[src/rtl/shift_rotate_unit_pkg.sv]
`default_nettype none
// ============================================================================
// Module   : shift_rotate_unit_pkg
// Brief    : Shared op codes, amount-width derivation and FSM state encoding
//            for the multi-cycle shift/rotate unit.
// Revision : 1.0 - initial release
// ============================================================================
package shift_rotate_unit_pkg;

  localparam logic [2:0] OP_NOP  = 3'd0;
  localparam logic [2:0] OP_LOAD = 3'd1;
  localparam logic [2:0] OP_ROR  = 3'd2;
  localparam logic [2:0] OP_ROL  = 3'd3;
  localparam logic [2:0] OP_SRL  = 3'd4;
  localparam logic [2:0] OP_SLL  = 3'd5;
  localparam logic [2:0] OP_SRA  = 3'd6;
  localparam logic [2:0] OP_RSV  = 3'd7;

  // One extra bit so that the amount can express WIDTH itself.
  function automatic int amt_width(input int width);
    return $clog2(width) + 1;
  endfunction

  typedef enum logic [0:0] {
    IDLE = 1'b0,
    RUN  = 1'b1
  } state_t;

endpackage
`default_nettype wire

[src/rtl/shift_rotate_unit_if.sv]
`default_nettype none
// ============================================================================
// Module   : shift_rotate_unit_if
// Brief    : Command/response bundle between the control FSM and the shared
//            shifter.
// Revision : 1.0 - initial release
// ============================================================================
interface shift_rotate_unit_if #(
  parameter int WIDTH = 8,
  parameter int AMT_W = $clog2(WIDTH) + 1
);
  logic             start;
  logic [2:0]       op;
  logic [AMT_W-1:0] amt;
  logic             sin;
  logic [WIDTH-1:0] pin;
  logic [WIDTH-1:0] po;
  logic             sout;
  logic             busy;
  logic             done;

  modport master (
    output start, op, amt, sin, pin,
    input  po, sout, busy, done
  );

  modport slave (
    input  start, op, amt, sin, pin,
    output po, sout, busy, done
  );
endinterface
`default_nettype wire

[src/rtl/shift_rotate_unit_shift_step.sv]
`default_nettype none
// ============================================================================
// Module   : shift_step
// Brief    : Combinational single step (1 or 2 positions) of a rotate or
//            logical/arithmetic shift, including fill and wrap bits.
// Revision : 1.0 - initial release
// ============================================================================
module shift_step
  import shift_rotate_unit_pkg::*;
#(
  parameter int WIDTH = 8
) (
  input  wire logic [2:0]       op,
  input  wire logic [WIDTH-1:0] po,
  input  wire logic [1:0]       step,
  input  wire logic             sin,
  output logic      [WIDTH-1:0] po_next,
  output logic                  out_bit
);

  logic w_two;
  logic w_msb;

  assign w_two = step[1];
  assign w_msb = po[WIDTH-1];

  // Move the register by one or two positions; two-position steps fill both
  // vacated bits with the same fill value.
  always_comb begin
    po_next = po;
    out_bit = 1'b0;
    case (op)
      OP_ROR: begin
        po_next = w_two ? {po[1:0], po[WIDTH-1:2]} : {po[0], po[WIDTH-1:1]};
        out_bit = w_two ? po[1] : po[0];
      end
      OP_ROL: begin
        po_next = w_two ? {po[WIDTH-3:0], po[WIDTH-1:WIDTH-2]} : {po[WIDTH-2:0], po[WIDTH-1]};
        out_bit = w_two ? po[WIDTH-2] : po[WIDTH-1];
      end
      OP_SRL: begin
        po_next = w_two ? {sin, sin, po[WIDTH-1:2]} : {sin, po[WIDTH-1:1]};
        out_bit = w_two ? po[1] : po[0];
      end
      OP_SLL: begin
        po_next = w_two ? {po[WIDTH-3:0], sin, sin} : {po[WIDTH-2:0], sin};
        out_bit = w_two ? po[WIDTH-2] : po[WIDTH-1];
      end
      OP_SRA: begin
        po_next = w_two ? {w_msb, w_msb, po[WIDTH-1:2]} : {w_msb, po[WIDTH-1:1]};
        out_bit = w_two ? po[1] : po[0];
      end
      default: begin
        po_next = po;
        out_bit = 1'b0;
      end
    endcase
  end

endmodule
`default_nettype wire

[src/rtl/shift_rotate_unit.sv]
`default_nettype none
// ============================================================================
// Module   : shift_rotate_unit
// Brief    : Multi-cycle WIDTH-bit load/rotate/shift register moving at most
//            two positions per clock, with start/busy/done handshake.
// Revision : 1.0 - initial release
// ============================================================================
module shift_rotate_unit
  import shift_rotate_unit_pkg::*;
#(
  parameter int WIDTH = 8,
  parameter int AMT_W = amt_width(WIDTH)
) (
  input  wire logic          clk,
  input  wire logic          rst,
  shift_rotate_unit_if.slave bus
);

  state_t           r_state, w_state_next;
  logic [2:0]       r_op, w_op_next;
  logic [AMT_W-1:0] r_rem, w_rem_next;
  logic [WIDTH-1:0] r_po, w_po_next;
  logic             r_sout, w_sout_next;
  logic             r_busy, w_busy_next;
  logic             r_done, w_done_next;

  logic [AMT_W-1:0] w_amt_clamp;
  logic [AMT_W-1:0] w_step;
  logic [AMT_W-1:0] w_rem_after;
  logic             w_is_move;
  logic [WIDTH-1:0] w_step_po;
  logic             w_step_out;

  // Amounts beyond the register width behave exactly like WIDTH.
  assign w_amt_clamp = (bus.amt > AMT_W'(WIDTH)) ? AMT_W'(WIDTH) : bus.amt;
  assign w_is_move   = (bus.op >= OP_ROR) && (bus.op <= OP_SRA);
  assign w_step      = (r_rem >= AMT_W'(2)) ? AMT_W'(2) : AMT_W'(1);
  assign w_rem_after = r_rem - w_step;

  shift_step #(
    .WIDTH (WIDTH)
  ) u_shift_step (
    .op      (r_op),
    .po      (r_po),
    .step    (w_step[1:0]),
    .sin     (bus.sin),
    .po_next (w_step_po),
    .out_bit (w_step_out)
  );

  // Next-state and datapath update: accept in IDLE, step in RUN.
  always_comb begin
    w_state_next = r_state;
    w_op_next    = r_op;
    w_rem_next   = r_rem;
    w_po_next    = r_po;
    w_sout_next  = r_sout;
    w_busy_next  = r_busy;
    w_done_next  = 1'b0;
    case (r_state)
      IDLE: begin
        if (bus.start) begin
          w_op_next  = bus.op;
          w_rem_next = w_amt_clamp;
          if (bus.op == OP_LOAD) begin
            w_po_next   = bus.pin;
            w_done_next = 1'b1;
          end else if (w_is_move && (w_amt_clamp != '0)) begin
            w_state_next = RUN;
            w_busy_next  = 1'b1;
          end else begin
            w_done_next = 1'b1;
          end
        end
      end
      RUN: begin
        w_po_next   = w_step_po;
        w_sout_next = w_step_out;
        w_rem_next  = w_rem_after;
        if (w_rem_after == '0) begin
          w_state_next = IDLE;
          w_busy_next  = 1'b0;
          w_done_next  = 1'b1;
        end
      end
      default: begin
        w_state_next = IDLE;
        w_busy_next  = 1'b0;
      end
    endcase
  end

  // State and datapath registers; reset aborts any command in flight.
  always_ff @(posedge clk or posedge rst) begin
    if (rst) begin
      r_state <= IDLE;
      r_op    <= OP_NOP;
      r_rem   <= '0;
      r_po    <= '0;
      r_sout  <= 1'b0;
      r_busy  <= 1'b0;
      r_done  <= 1'b0;
    end else begin
      r_state <= w_state_next;
      r_op    <= w_op_next;
      r_rem   <= w_rem_next;
      r_po    <= w_po_next;
      r_sout  <= w_sout_next;
      r_busy  <= w_busy_next;
      r_done  <= w_done_next;
    end
  end

  assign bus.po   = r_po;
  assign bus.sout = r_sout;
  assign bus.busy = r_busy;
  assign bus.done = r_done;

endmodule
`default_nettype wire

[src/flat_wrapper.sv]
// flat-port wrapper written by rule: the top's interface ports become plain ports
module shift_rotate_unit_flat import shift_rotate_unit_pkg::*;
#(
  parameter int WIDTH = 8,
  parameter int AMT_W = amt_width(WIDTH)
)
  (clk, rst, bus_start, bus_op, bus_amt, bus_sin, bus_pin, bus_po, bus_sout, bus_busy, bus_done);
  shift_rotate_unit_if #(.WIDTH(WIDTH), .AMT_W(AMT_W)) bus_i ();
  input  wire logic clk;
  input  wire logic rst;
  input wire logic [$bits(bus_i.start)-1:0] bus_start;
  input wire logic [$bits(bus_i.op)-1:0] bus_op;
  input wire logic [$bits(bus_i.amt)-1:0] bus_amt;
  input wire logic [$bits(bus_i.sin)-1:0] bus_sin;
  input wire logic [$bits(bus_i.pin)-1:0] bus_pin;
  output wire logic [$bits(bus_i.po)-1:0] bus_po;
  output wire logic [$bits(bus_i.sout)-1:0] bus_sout;
  output wire logic [$bits(bus_i.busy)-1:0] bus_busy;
  output wire logic [$bits(bus_i.done)-1:0] bus_done;
  assign bus_i.start = bus_start;
  assign bus_i.op = bus_op;
  assign bus_i.amt = bus_amt;
  assign bus_i.sin = bus_sin;
  assign bus_i.pin = bus_pin;
  assign bus_po = bus_i.po;
  assign bus_sout = bus_i.sout;
  assign bus_busy = bus_i.busy;
  assign bus_done = bus_i.done;
  shift_rotate_unit #(.WIDTH(WIDTH), .AMT_W(AMT_W)) u_core (.clk(clk), .rst(rst), .bus(bus_i));
endmodule
[config.mk]
export PLATFORM = sky130hd
export DESIGN_NAME = shift_rotate_unit_flat
export DESIGN_NICKNAME = d
export VERILOG_FILES = /design/src/rtl/shift_rotate_unit_pkg.sv /design/src/rtl/shift_rotate_unit_if.sv /design/src/rtl/shift_rotate_unit_shift_step.sv /design/src/rtl/shift_rotate_unit.sv /design/src/flat_wrapper.sv
export SDC_FILE = /design/constraint.sdc
export NUM_CORES = 1
export LEC_CHECK = 0
export CELL_PAD_IN_SITES_DETAIL_PLACEMENT = 0
export CELL_PAD_IN_SITES_GLOBAL_PLACEMENT = 1
export CORE_MARGIN = 2
export CORE_UTILIZATION = 34
export DETAILED_ROUTE_END_ITERATION = 7
export GPL_ROUTABILITY_DRIVEN = 1
export PLACE_DENSITY = 0.75
export SLEW_MARGIN = 20
export SYNTH_ARGS = -nofsm -noshare
export SYNTH_HDL_FRONTEND = slang
export SYNTH_SLANG_ARGS = --single-unit
[constraint.sdc]
create_clock -name clk -period 2.2 [get_ports clk]
set_input_delay 0.44 -clock clk [delete_from_list [all_inputs] [get_ports clk]]
set_output_delay 0.44 -clock clk [all_outputs]
set_load 0.1 [all_outputs]
==> results.sh <==
export IMPL_place_ws_ns=0.108
export IMPL_netlist_area_leader_share=0.345
export IMPL_rsz0062_at_grt="no"
export IMPL_wl_met2_mm=1.63
export IMPL_clock_sinks=19
export IMPL_cts_setup_buffers=0
export IMPL_synthCells=154
export IMPL_wl_per_cell_um=14.8
export IMPL_synth_cell_type_count=42
export IMPL_ctsHtreeMaxLevel=1
export IMPL_async_flop_share=1.00
export IMPL_insertion_delay_ns=0.26
export IMPL_synth_edf_count=0
export IMPL_clkSlewWorstSetupHoldPaths_ns=0.08
export IMPL_synth_simple_area_share=0.168
export IMPL_synthTopCellsByArea="dfrtp_1 34%, mux2i_1 6.5%, nand2_1 4.9%, mux4_2 4.9%, a21oi_1 4.4%"
export IMPL_synth_xor_area_share=0.0309
export IMPL_path_class="flop to flop"
export IMPL_worstPathMaxFanout=8
export IMPL_status="complete, no violations"
export IMPL_r2r_end="u_core.bus.busy$_DFFE_PP0P_"
export IMPL_dr_first_iter_drc_count=120
export IMPL_cts_root_buf="clkbuf_8"
export IMPL_start_kind="flop"
export IMPL_route_detailed_drc=0
export IMPL_gp_congestion=0.868
export IMPL_cts_buffer_depth=2
export IMPL_cp_end_kind="flop"
export IMPL_ys_flop_type="dfrtp_1"
export IMPL_highest_layer="met4"
export IMPL_cts_resized=0
export IMPL_tightest_slew_ns=0.623
export IMPL_drt_vias_per_instance=5.24
export IMPL_firstDrtPassIters=4
export IMPL_skew_ns=0.00292
export IMPL_std_cell_rows=23
export IMPL_gr_total_overflow=0
export IMPL_grt_pass1_wl_mm=5.93
export IMPL_hold_buffers=0
export IMPL_synth_top_area_cell="dfrtp_1"
export IMPL_netlist_area_mm2=0.00138
export IMPL_start_util=0.350
export IMPL_syn_nets=176
export IMPL_yosys_warnings=0
export IMPL_setup_tns_final_ns=0
export IMPL_fin_ws_ns=0.201
export IMPL_synth_top_family_by_area="compound AO/OA/AOI/OAI gates"
export IMPL_hold_path_class="primary input to asynchronous set/reset pin"
export IMPL_drive_gt1_frac=0.176
export IMPL_synth_seq_cells=19
export IMPL_yosysSeqAreaShare=0.345
export IMPL_fmax_ghz=0.500
export IMPL_layout_common_cells="19 x buf_4, 19 x dfrtp_1, 18 x nand2_1, 18 x clkdlybuf4s50_1"
export IMPL_drv_cap=0
export IMPL_grt_max_degree=20
export IMPL_vias=1241
export IMPL_wl_mm=3.50
export IMPL_hpwl_mm=2.63
export IMPL_dieArea_mm2=0.00458
export IMPL_drt_antenna_violating_nets=0
export IMPL_r2r_setup_slack_ns=0.20
export IMPL_worstPathRequired_ns=2.34
export IMPL_die_x_um=67.7
export IMPL_synthAdderAreaFrac=0.0327
export IMPL_max_slew_margin_rel=0.585
export IMPL_grt_total_usage=0.172
export IMPL_arrival_ns=2.14
export IMPL_antenna_found_initial=0
export IMPL_dieHeight_um=67.7
export IMPL_r2r_start="u_core.r_rem[2]$_DFFE_PP0N_"
export IMPL_wl_met3_um=198
export IMPL_hold_violations=0
export IMPL_syn_avg_cell_area_um2=8.95
export IMPL_finalNetCount=210
export IMPL_port_buffers=29
export IMPL_cts_tree="built"
export IMPL_period_minus_slack_ns=2.00
export IMPL_synth_compound_area_frac=0.216
export IMPL_rr_worst_depth=6
export IMPL_pin_count=30
export IMPL_num_antenna_cells=0
export IMPL_areaGrowthSynthToFinish_pct=29.0
export IMPL_numCtsBuffers=3
export IMPL_muxShareOfSynthArea=0.150
export IMPL_met1_length_mm=1.63
export IMPL_first_global_vias=1277
export IMPL_setup_viol=0
export IMPL_fin_crit_sh=0.909
export IMPL_report_final_slew_viol_count=0
export IMPL_post_route_util=0.451
export IMPL_core_mm2=0.00394
## through the flow
stage               cell area [um2]  hold slack (ns)  instances
global placement               1730            0.518        233
detailed placement             1730            0.535        233
floorplan                      1380            0.391        154
global route                   1780            0.581        237
finish                         1780            0.510        237
CTS                            1770            0.517        237
## flip-flops by register name, indices dropped and copies added, names as in the netlist
signal,flops
u_core.bus.busy,1
u_core.bus.done,1
u_core.bus.po,8
u_core.bus.sout,1
u_core.r_op,3
u_core.r_rem,4
u_core.r_state,1
## logic make-up after synthesis
group | Yosys count
AND/OR/NAND/NOR | 48
buffers and inverters | 19
flip-flops | 19
AO/OA/AOI/OAI | 46
adder cells (fa/ha/maj) | 3
multiplexers | 15
XOR/XNOR | 4
## worst max-delay path, stage by stage, from the launching register on
cell     delay, ns
dfrtp_1       0.47
nor3_4        0.29
inv_4         0.11
fa_1          0.55
nand3_1       0.12
nor3b_2       0.23
o21ai_0       0.11
## routing by layer
metal | vias up | track usage
met3 | 4 | 0.0200
met1 | 561 | 0.227
met4 | 0 | 0.0536
li1 | 633 | -
met5 | - | 0
met2 | 43 | 0.292
## worst max path at each step
stage | startpoint | to | slack, ns | cells after the start
after detailed placement | u_core.r_rem[2]$_DFFE_PP0N_ | u_core.bus.busy$_DFFE_PP0P_ | 0.11 | 6
after CTS | u_core.r_rem[2]$_DFFE_PP0N_ | u_core.bus.busy$_DFFE_PP0P_ | 0.10 | 6
after floorplan | u_core.r_rem[2]$_DFFE_PP0N_ | u_core.bus.busy$_DFFE_PP0P_ | 0.12 | 7
after global placement | u_core.r_rem[2]$_DFFE_PP0N_ | u_core.bus.busy$_DFFE_PP0P_ | 0.16 | 7
final | u_core.r_rem[2]$_DFFE_PP0N_ | u_core.bus.busy$_DFFE_PP0P_ | 0.20 | 6
after global routing | u_core.r_rem[2]$_DFFE_PP0N_ | u_core.bus.busy$_DFFE_PP0P_ | 0.05 | 7
## final cells by class
cell class,instances,area (um2)
Clock inverter,1,5.00
Clock buffer,3,41.3
Tap cell,50,62.6
Inverter,11,43.8
Timing Repair Buffer,37,323
Sequential cell,19,475
Fill cell,381,2160
Multi-Input combinational cell,116,828
## Yosys cell counts (2+ instances only)
master,count
a311oi_1,2
nor3_1,2
nor3b_1,2
ha_1,2
o21ai_1,5
o21a_1,2
nor2b_1,2
mux4_2,3
dfrtp_1,19
xor2_1,2
a22oi_1,2
nand3_1,5
nand2_1,18
nor2_1,12
a21oi_1,12
buf_2,5
mux2_2,2
mux2i_1,9
a221oi_1,4
o21ai_0,7
a211oi_1,5
clkbuf_1,3
inv_1,10
Power is left out: the tool's default activity adds up to more than one toggle a clock period on the data nets, which glitch-free logic cannot reach.
